## src/rtl/apb_slv_pkg.sv

```systemverilog
// Shared definitions for the APB wait-state completer: FSM encoding,
// wait counter width and the byte-address to word-index helper.
package apb_slv_pkg;

    localparam int unsigned CNT_W = 5;

    typedef enum logic [1:0] {
        StIdle   = 2'd0,
        StSetup  = 2'd1,
        StAccess = 2'd2
    } apb_state_e;

    // Word index of a byte address; callers zero-extend paddr to 32 bits.
    function automatic logic [31:0] word_idx(input logic [31:0] paddr);
        return paddr >> 2;
    endfunction

endpackage

```

## src/rtl/apb_wait_cnt.sv

```systemverilog
// Loadable down-counter used to time the wait states of one APB transfer.
// Load has priority over decrement; decrementing stops at zero.
module apb_wait_cnt
    import apb_slv_pkg::*;
(
    input  logic             clk,
    input  logic             rst,
    input  logic             load,
    input  logic [CNT_W-1:0] load_val,
    input  logic             dec,
    output logic [CNT_W-1:0] cnt,
    output logic             zero
);

    logic [CNT_W-1:0] cnt_q, cnt_d;

    // Next count: load, saturating decrement, or hold.
    always_comb begin
        cnt_d = cnt_q;
        if (load) begin
            cnt_d = load_val;
        end else if (dec && (cnt_q != '0)) begin
            cnt_d = cnt_q - 1'b1;
        end
    end

    // Count register with synchronous reset.
    always_ff @(posedge clk) begin
        if (rst) begin
            cnt_q <= '0;
        end else begin
            cnt_q <= cnt_d;
        end
    end

    assign cnt  = cnt_q;
    assign zero = (cnt_q == '0);

endmodule

```

## src/rtl/apb_wait_slave.sv

```systemverilog
// APB3 completer with a small word-addressed register file and a fixed
// number of wait states per transfer. Out-of-range indices answer with
// pslverr and read data 0; error writes are dropped.
// Optional byte strobes: define APB_WAIT_SLAVE_PSTRB_EN to add pstrb.
module apb_wait_slave
    import apb_slv_pkg::*;
#(
    parameter int unsigned ADDR_W   = 8,
    parameter int unsigned DATA_W   = 32,
    parameter int unsigned DEPTH    = 16,
    parameter int unsigned WAIT_CYC = 2
) (
    input  logic              clk,
    input  logic              rst,
    input  logic              psel,
    input  logic              penable,
    input  logic              pwrite,
    input  logic [ADDR_W-1:0] paddr,
    input  logic [DATA_W-1:0] pwdata,
`ifdef APB_WAIT_SLAVE_PSTRB_EN
    input  logic [DATA_W/8-1:0] pstrb,
`endif
    output logic [DATA_W-1:0] prdata,
    output logic              pready,
    output logic              pslverr
);

    localparam int unsigned IDX_W  = (DEPTH > 1) ? $clog2(DEPTH) : 1;
    localparam int unsigned STRB_W = DATA_W / 8;

    apb_state_e        state_q, state_d;
    logic              write_q, write_d;
    logic [IDX_W-1:0]  idx_q, idx_d;
    logic [DATA_W-1:0] wdata_q, wdata_d;
    logic              err_q, err_d;
    logic [DATA_W-1:0] prdata_q, prdata_d;
`ifdef APB_WAIT_SLAVE_PSTRB_EN
    logic [STRB_W-1:0] strb_q, strb_d;
`endif

    logic [DATA_W-1:0] mem_q [DEPTH];
    logic              mem_we;
    logic [DATA_W-1:0] mem_wdata;

    logic [31:0]       word_full;
    logic              addr_err;
    logic [IDX_W-1:0]  idx_in;

    logic              cnt_load, cnt_dec, cnt_zero;
    logic [CNT_W-1:0]  cnt_load_val, cnt_val;

    assign word_full = word_idx(32'(paddr));
    assign addr_err  = (word_full >= 32'(DEPTH));
    assign idx_in    = word_full[IDX_W-1:0];

    apb_wait_cnt u_wait_cnt (
        .clk      (clk),
        .rst      (rst),
        .load     (cnt_load),
        .load_val (cnt_load_val),
        .dec      (cnt_dec),
        .cnt      (cnt_val),
        .zero     (cnt_zero)
    );

    // FSM next state, transfer latches, counter control and response outputs.
    always_comb begin
        state_d      = state_q;
        write_d      = write_q;
        idx_d        = idx_q;
        wdata_d      = wdata_q;
        err_d        = err_q;
        prdata_d     = prdata_q;
`ifdef APB_WAIT_SLAVE_PSTRB_EN
        strb_d       = strb_q;
`endif
        cnt_load     = 1'b0;
        cnt_load_val = CNT_W'(WAIT_CYC);
        cnt_dec      = 1'b0;
        mem_we       = 1'b0;
        pready       = 1'b0;
        pslverr      = 1'b0;
        unique case (state_q)
            StIdle: begin
                // A lone penable without a setup phase is ignored.
                if (psel && !penable) begin
                    state_d = StSetup;
                end
            end
            StSetup: begin
                state_d  = StAccess;
                write_d  = pwrite;
                idx_d    = idx_in;
                wdata_d  = pwdata;
                err_d    = addr_err;
`ifdef APB_WAIT_SLAVE_PSTRB_EN
                strb_d   = pstrb;
`endif
                cnt_load = 1'b1;
                if (!pwrite) begin
                    prdata_d = addr_err ? '0 : mem_q[idx_in];
                end
            end
            StAccess: begin
                pready  = cnt_zero;
                pslverr = err_q & cnt_zero;
                if (cnt_zero) begin
                    mem_we  = write_q & ~err_q;
                    state_d = (psel && !penable) ? StSetup : StIdle;
                end else if (!psel) begin
                    // Master abandoned the transfer: nothing is committed.
                    state_d      = StIdle;
                    cnt_load     = 1'b1;
                    cnt_load_val = '0;
                end else begin
                    cnt_dec = 1'b1;
                end
            end
            default: begin
                state_d = StIdle;
            end
        endcase
    end

    // Write data merged with the current word for partial-strobe writes.
`ifdef APB_WAIT_SLAVE_PSTRB_EN
    always_comb begin
        mem_wdata = mem_q[idx_q];
        for (int unsigned b = 0; b < STRB_W; b++) begin
            if (strb_q[b]) begin
                mem_wdata[b*8 +: 8] = wdata_q[b*8 +: 8];
            end
        end
    end
`else
    assign mem_wdata = wdata_q;
`endif

    // State and transfer latch registers.
    always_ff @(posedge clk) begin
        if (rst) begin
            state_q  <= StIdle;
            write_q  <= 1'b0;
            idx_q    <= '0;
            wdata_q  <= '0;
            err_q    <= 1'b0;
            prdata_q <= '0;
`ifdef APB_WAIT_SLAVE_PSTRB_EN
            strb_q   <= '0;
`endif
        end else begin
            state_q  <= state_d;
            write_q  <= write_d;
            idx_q    <= idx_d;
            wdata_q  <= wdata_d;
            err_q    <= err_d;
            prdata_q <= prdata_d;
`ifdef APB_WAIT_SLAVE_PSTRB_EN
            strb_q   <= strb_d;
`endif
        end
    end

    // Register file, cleared on reset, written at transfer completion.
    always_ff @(posedge clk) begin
        if (rst) begin
            for (int unsigned i = 0; i < DEPTH; i++) begin
                mem_q[i] <= '0;
            end
        end else if (mem_we) begin
            mem_q[idx_q] <= mem_wdata;
        end
    end

    assign prdata = prdata_q;

    // Reference of the count output keeps it observable for debug probes.
    logic unused_cnt;
    assign unused_cnt = ^cnt_val;

endmodule

```

## config.mk

```make
export PLATFORM = sky130hd
export DESIGN_NAME = apb_wait_slave
export DESIGN_NICKNAME = d
export VERILOG_FILES = /design/src/rtl/apb_slv_pkg.sv /design/src/rtl/apb_wait_cnt.sv /design/src/rtl/apb_wait_slave.sv
export SDC_FILE = /design/constraint.sdc
export NUM_CORES = 1
export LEC_CHECK = 0
export BUFFER_PORTS_ARGS = -buffer_cell sky130_fd_sc_hd__buf_2
export CAP_MARGIN = 10
export CORE_ASPECT_RATIO = 0.6
export CORE_MARGIN = 5
export CORE_UTILIZATION = 45
export CTS_BUF_LIST = sky130_fd_sc_hd__clkbuf_16
export DETAILED_ROUTE_END_ITERATION = 8
export GPL_ROUTABILITY_DRIVEN = 1
export PLACE_DENSITY_LB_ADDON = 0.12
export SYNTH_ARGS = -nofsm -noshare
export SYNTH_HDL_FRONTEND = slang
export SYNTH_SLANG_ARGS = --single-unit
```

## constraint.sdc

```tcl
create_clock -name clk -period 5.9 [get_ports clk]
set_clock_uncertainty 0.2 [all_clocks]
set_input_delay 0.59 -clock clk [delete_from_list [all_inputs] [get_ports clk]]
set_output_delay 0.59 -clock clk [all_outputs]
set_load 0.05 [all_outputs]
```

==> flow_metrics.env, run 1 <==
export IMPL_rows=68
export IMPL_maxSlewHeadroom_pct=25.1
export IMPL_routed_via_density=5.57
export IMPL_worst_slack_ps=1950
export IMPL_setup_worst_path_class="flip-flop to flip-flop"
export IMPL_clockBufferDepth=3
export IMPL_cts_root_buf="clkbuf_16"
export IMPL_numCtsBuffers=55
export IMPL_rsz0062_at_grt="false"
export IMPL_grt_pass1_wl_mm=105
export IMPL_drt_pass1_iter_count=5
export IMPL_reg2regPathDepth=7
export IMPL_met1_length_mm=35.0
export IMPL_first_global_vias=14732
export IMPL_port_buffers=76
export IMPL_synth_cells=1754
export IMPL_syn_avg_cell_area_um2=14.8
export IMPL_die_area_um2=62800
export IMPL_peakVddDrop_uv=210
export IMPL_route_final_wire_length_mm=71.2
export IMPL_synth_area_top_cells="edfxtp_1 59%, and2_1 12%, mux4_2 8.5%"
export IMPL_wl_met2_mm=31.2
export IMPL_finalWeightedCongestion=0.763
export IMPL_r2r_setup_slack_ps=1950
export IMPL_slew_violations=0
export IMPL_grt_overflow=0
export IMPL_power_share_clock_pct=38.9
export IMPL_rr_endpoint="mem_q[3][1]"
export IMPL_die_w_um=320
export IMPL_grt_usage_pct=22.8
export IMPL_combPwrFrac_pct=5.7
export IMPL_critPathCapture="mem_q[3][1]"
export IMPL_start_util_pct=45.3
export IMPL_core_um2=57300
export IMPL_hold_class="primary input to flip-flop"
export IMPL_fmax_mhz=253
export IMPL_cp_startpoint="u_wait_cnt.cnt[0]"
export IMPL_timing_critical_path_from_type="flip-flop"
export IMPL_ant_nets=0
export IMPL_antenna_found_initial=2
export IMPL_internal_power_mw=6.59
export IMPL_status="complete, no violations"
export IMPL_ys_types=48
export IMPL_drcViolationCount=0
export IMPL_syn2layout_area_growth_pct=11.0
export IMPL_ys_warn_count=0
export IMPL_htreeDepth=2
export IMPL_die_h_um=196
export IMPL_leakagePower_nw=10.8
export IMPL_cts_resized=0
export IMPL_dpl_worst_slack_ps=1870
export IMPL_grt_max_degree=69
export IMPL_synth_nets=1804
export IMPL_worstSkewPairLatency_ps=600
export IMPL_netlist_area_leader_share_pct=59.2
export IMPL_seqPwrFrac_pct=55.4
export IMPL_wl_met3_mm=4.13
export IMPL_finalCritPeriodShare_pct=67.0
export IMPL_vias=14495
export IMPL_postCtsSetupBuffers=0
export IMPL_clock_sinks=589
export IMPL_period_minus_slack_ps=3950
export IMPL_fin_setup_tns_ps=0
export IMPL_finalHoldViolations=0
export IMPL_routedWlPerCell_um=27.4
export IMPL_worst_setup_path_end_kind="flip-flop"
export IMPL_cts_tree="done"
export IMPL_syn_cell_area_um2=26000
export IMPL_synth_top_cell_by_area="edfxtp_1"
export IMPL_fin_nets=1835
export IMPL_setup_violations_final=0
export IMPL_synth_seq_cells=589
export IMPL_max_cap_violations=0
export IMPL_cts_clk_slew_worst_paths_ps=70
export IMPL_top_layer="met4"
export IMPL_cp_max_fo=23
export IMPL_cp_arrival_ps=4040
export IMPL_holdBufCountCts=5
export IMPL_design_portCount=79
export IMPL_drt_iter0_markers=1766
export IMPL_ys_seq_area_share_pct=65.1
export IMPL_max_slew_worst_pin_slew_ps=1120
export IMPL_netSwitchingFraction_pct=22.7
export IMPL_p_sw_mw=1.94
export IMPL_drive_above_1_share_pct=19.2
export IMPL_cp_required_ps=5990
export IMPL_dp_hpwl_mm=38.3
export IMPL_r2r_start="u_wait_cnt.cnt[0]"
export IMPL_power_density_nw_per_um2=296
synthesized netlist by cell type, drive strengths merged:
master and n:
a211oi 3, a21o 2, a21oi 2, a221o 1
a221oi 1, a22o 1, a22oi 47, a2bb2oi 1
a32oi 1, and2 515, and3 3, and3b 1
buf 39, clkbuf 107, dfxtp 77, edfxtp 512
ha 5, inv 6, mux2 29, mux2i 103
mux4 98, nand2 44, nand2b 5, nand3 9
nand3b 1, nand4 5, nor2 59, nor2b 5
nor3 8, nor3b 3, nor4 2, nor4b 1
o211ai 30, o21a 1, o21ai 4, o21bai 1
o2bb2ai 1, or2 17, or3 1, xnor2 3
state kept, by name, indices dropped and copies added (netlist names):
name	count
mem_q	512
state_q	2
mem_wdata	32
write_q	1
idx_q	4
prdata	32
u_wait_cnt.cnt	5
err_q	1
logic make-up after synthesis:
| kind of cell | after synthesis | share of synthesized area, % |
|---|---|---|
| muxes | 230 | 13.7 |
| AOI/OAI and AO/OA | 96 | 2.75 |
| DFF | 589 | 65.1 |
| buffers and inverters | 152 | 2.51 |
| xor gates and xnor gates | 3 | 0.101 |
| and+or+nand+nor | 679 | 15.6 |
| adders and majority gates | 5 | 0.241 |
worst max-delay path, stage by stage, from the launching register on:
cell and delay (ps):
dfxtp_1 310, inv_1 90, ha_1 200, nor4b_4 630, nand4_1 510, nor2_2 590
or2_2 760, buf_4 350
layout make-up:
class / instances / area, um^2
fill: 4841 / 28500
sequential: 589 / 16900
timing repair buffer: 120 / 763
clock buffer: 56 / 1400
clock inverter: 47 / 233
tap: 770 / 963
multi-input combinational: 1013 / 8540
inverter: 6 / 22.5
antenna: 1 / 2.50
metrics by stage:
step	instance area (um^2)	instances	hold WS [ps]	util (%)	total power, mW
final	28800	2602	32.1	50.3	8.53
after global routing	28800	2601	14.6	50.3	8.83
after floorplan	26000	1754	218	-	5.11
after global placement	27200	2493	227	47.4	5.30
after detailed placement	27200	2493	234	47.4	5.31
after CTS	28800	2601	1.57	50.3	8.61
metal layers:
| layer | up-vias | track usage [%] |
|---|---|---|
| li1 | 6462 | - |
| met1 | 7527 | 36.0 |
| met2 | 437 | 34.4 |
| met3 | 69 | 3.17 |
| met4 | 0 | 3.42 |
| met5 | - | 0 |
how the worst min path moves through the flow:
stage | start | to | cells past startpoint
floorplan | write_q | write_q | 1
global placement | write_q | write_q | 1
detailed placement | write_q | write_q | 1
CTS | pwdata[10] | mem_wdata[10] | 3
global route | pwdata[10] | mem_wdata[10] | 3
finish | pwdata[10] | mem_wdata[10] | 3
placed cells by master, fill, tap and decap left out, drive strengths merged, types with 17 or more instances in the layout:
| cell type | netlist | final |
|---|---|---|
| mux2i | 103 | 103 |
| a22oi | 47 | 47 |
| or2 | 17 | 17 |
| nand2 | 44 | 44 |
| inv | 6 | 22 |
| clkinv | 0 | 29 |
| mux4 | 98 | 98 |
| clkbuf | 107 | 56 |
| mux2 | 29 | 29 |
| o211ai | 30 | 30 |
| and2 | 515 | 515 |
| buf | 39 | 115 |
| nor2 | 59 | 59 |
| edfxtp | 512 | 512 |
| dfxtp | 77 | 77 |
power groups by stage:
| stage | registers, mW | logic, mW | clock network, mW |
|---|---|---|---|
| after floorplan | 4.77 | 0.334 | 0 |
| after CTS | 4.73 | 0.494 | 3.38 |
| after detailed placement | 4.82 | 0.490 | 0 |
| final | 4.73 | 0.487 | 3.31 |
| after global routing | 4.75 | 0.520 | 3.56 |
| after global placement | 4.81 | 0.486 | 0 |
Power figures use the tool's default switching activity.
==> run 2: changes to the inputs <==
- clock period: 5.9 -> 3.2 ns (I/O delays scaled with it)
==> run 2 against run 1 <==
Compared with the run above: critical path depth shrank 1; via count grew 4.5%; sequential share of layout area shrank 2.0 points; core utilization grew 1.8 points; highest routed layer is now met5; die area is the same; non-clock buffer count grew 93; combinational power grew 110%; total power grew 87%; routed wire length grew 3.8%; count of clock-buffer cells in the layout shrank 1; flip-flop and latch count is the same; register-to-register slack lost 1600 ps.
==> flow_metrics.env, run 2 (same netlist as run 1, synthesis figures left out) <==
export IMPL_final_cell_mix="515 x and2_1, 512 x edfxtp_1, 103 x mux2i_1"
export IMPL_worstSkewPairLatency_ps=620
export IMPL_routedWlPerCell_um=27.4
export IMPL_antenna_found_initial=7
export IMPL_min_path_cells=5
export IMPL_finalHoldViolations=0
export IMPL_routed_via_density=5.62
export IMPL_cts_root_buf="clkbuf_16"
export IMPL_slew_violations=0
export IMPL_peakVddDrop_uv=395
export IMPL_grt_usage_pct=23.7
export IMPL_drcViolationCount=0
export IMPL_cts_clk_slew_worst_paths_ps=60
export IMPL_ant_nets=0
export IMPL_clock_sinks=589
export IMPL_hold_class="primary input to flip-flop"
export IMPL_syn2layout_area_growth_pct=14.9
export IMPL_leakagePower_nw=11.3
export IMPL_finalWeightedCongestion=0.771
export IMPL_finalCritPeriodShare_pct=93.9
export IMPL_route_final_wire_length_mm=73.9
export IMPL_grt_overflow=0
export IMPL_die_h_um=196
export IMPL_power_density_nw_per_um2=533
export IMPL_worst_setup_path_end_kind="output port"
export IMPL_drt_pass1_iter_count=5
export IMPL_drive_above_1_share_pct=20.5
export IMPL_fmax_mhz=333
export IMPL_first_global_vias=15113
export IMPL_fin_setup_tns_ps=0
export IMPL_rows=68
export IMPL_die_w_um=320
export IMPL_place_inst=2537
export IMPL_cp_max_fo=10
export IMPL_core_um2=57300
export IMPL_setup_worst_path_class="flip-flop to output port"
export IMPL_grt_max_degree=49
export IMPL_die_area_um2=62800
export IMPL_maxSlewHeadroom_pct=51.1
export IMPL_clockBufferDepth=3
export IMPL_postCtsSetupBuffers=0
export IMPL_layout_commonest_cell="and2_1"
export IMPL_timing_critical_path_from_type="flip-flop"
export IMPL_cp_arrival_ps=2480
export IMPL_design_portCount=79
export IMPL_dp_hpwl_mm=42.7
export IMPL_fin_cells=2693
export IMPL_final_area_um2=29900
export IMPL_cts_tree="done"
export IMPL_place_area_um2=27700
export IMPL_diodes=0
export IMPL_drt_iter0_markers=1703
export IMPL_start_util_pct=45.3
export IMPL_grt_pass1_wl_mm=108
export IMPL_setup_violations_final=0
export IMPL_vias=15147
export IMPL_max_slew_worst_pin_slew_ps=732
export IMPL_largest_register_ffs=512
export IMPL_cp_required_ps=2680
export IMPL_htreeDepth=2
export IMPL_status="complete, no violations"
export IMPL_numCtsBuffers=55
export IMPL_rsz0062_at_grt="false"
export IMPL_largest_register="mem_q"
export IMPL_report_power_total_mw=15.9
export IMPL_period_minus_slack_ps=3000
export IMPL_reg2regPathDepth=7
export IMPL_port_buffers=76
export IMPL_fin_nets=1928
export IMPL_max_cap_violations=0
==> run 2: changes by cell type in the layout (fill, tap and decap cells not counted), moves of 3 or more <==
cell,change
dlygate4sd3_1,+49
buf_12,+15
buf_4,+29
clkinv_1,-3
==> run 2: cell type report <==
cell class / count / area (um^2)
Multi-Input combinational cell: 1013 / 8540
Clock buffer: 55 / 1380
Tap cell: 770 / 963
Fill cell: 4808 / 27500
Timing Repair Buffer: 213 / 1770
Sequential cell: 589 / 16900
Inverter: 6 / 22.5
Clock inverter: 47 / 269
==> run 2: worst max-delay path, cell delays in order (launching register included) <==
cell,delay [ps]
dfxtp_1,310
inv_1,90
ha_1,210
nor4b_4,560
buf_4,280
and3_1,170
buf_2,260
==> run 2: worst paths after layout <==
kind,slack (ps),from,endpoint
min reg2reg,250,write_q,write_q
min,40,penable,state_q[0]
max reg2reg,300,u_wait_cnt.cnt[0],mem_q[11][6]
max,200,u_wait_cnt.cnt[0],pslverr
==> run 2: power breakdown <==
| group | leakage [nW] | internal, mW | switching (mW) |
|---|---|---|---|
| Sequential | 5.91 | 8.56 | 0.155 |
| Clock | 0.869 | 3.27 | 2.89 |
| Combinational | 4.51 | 0.438 | 0.594 |
| Total | 11.3 | 12.3 | 3.64 |
==> run 2: layer usage <==
layer	share of wire, %	up-vias	track usage [%]
met1	47	7828	36.8
met2	43	609	34.8
met5	0.011	-	0
met4	1.5	2	4.29
met3	8.8	80	5.12
li1	-	6628	-
==> run 2: repair_timing <==
| item | 4_1_cts | 5_1_grt |
|---|---|---|
| hold buffers | 54 | 0 |
| resized for setup | 0 | 0 |
| hold endpoints to repair | 39 | 0 |
==> run 2: through the flow <==
step,worst slack (ps),hold WS (ps),util [%]
floorplan,785,218,-
global placement,434,230,48.3
detailed placement,348,240,48.3
CTS,156,5.47,52.1
global route,74.9,65.6,52.1
finish,195,44.6,52.1
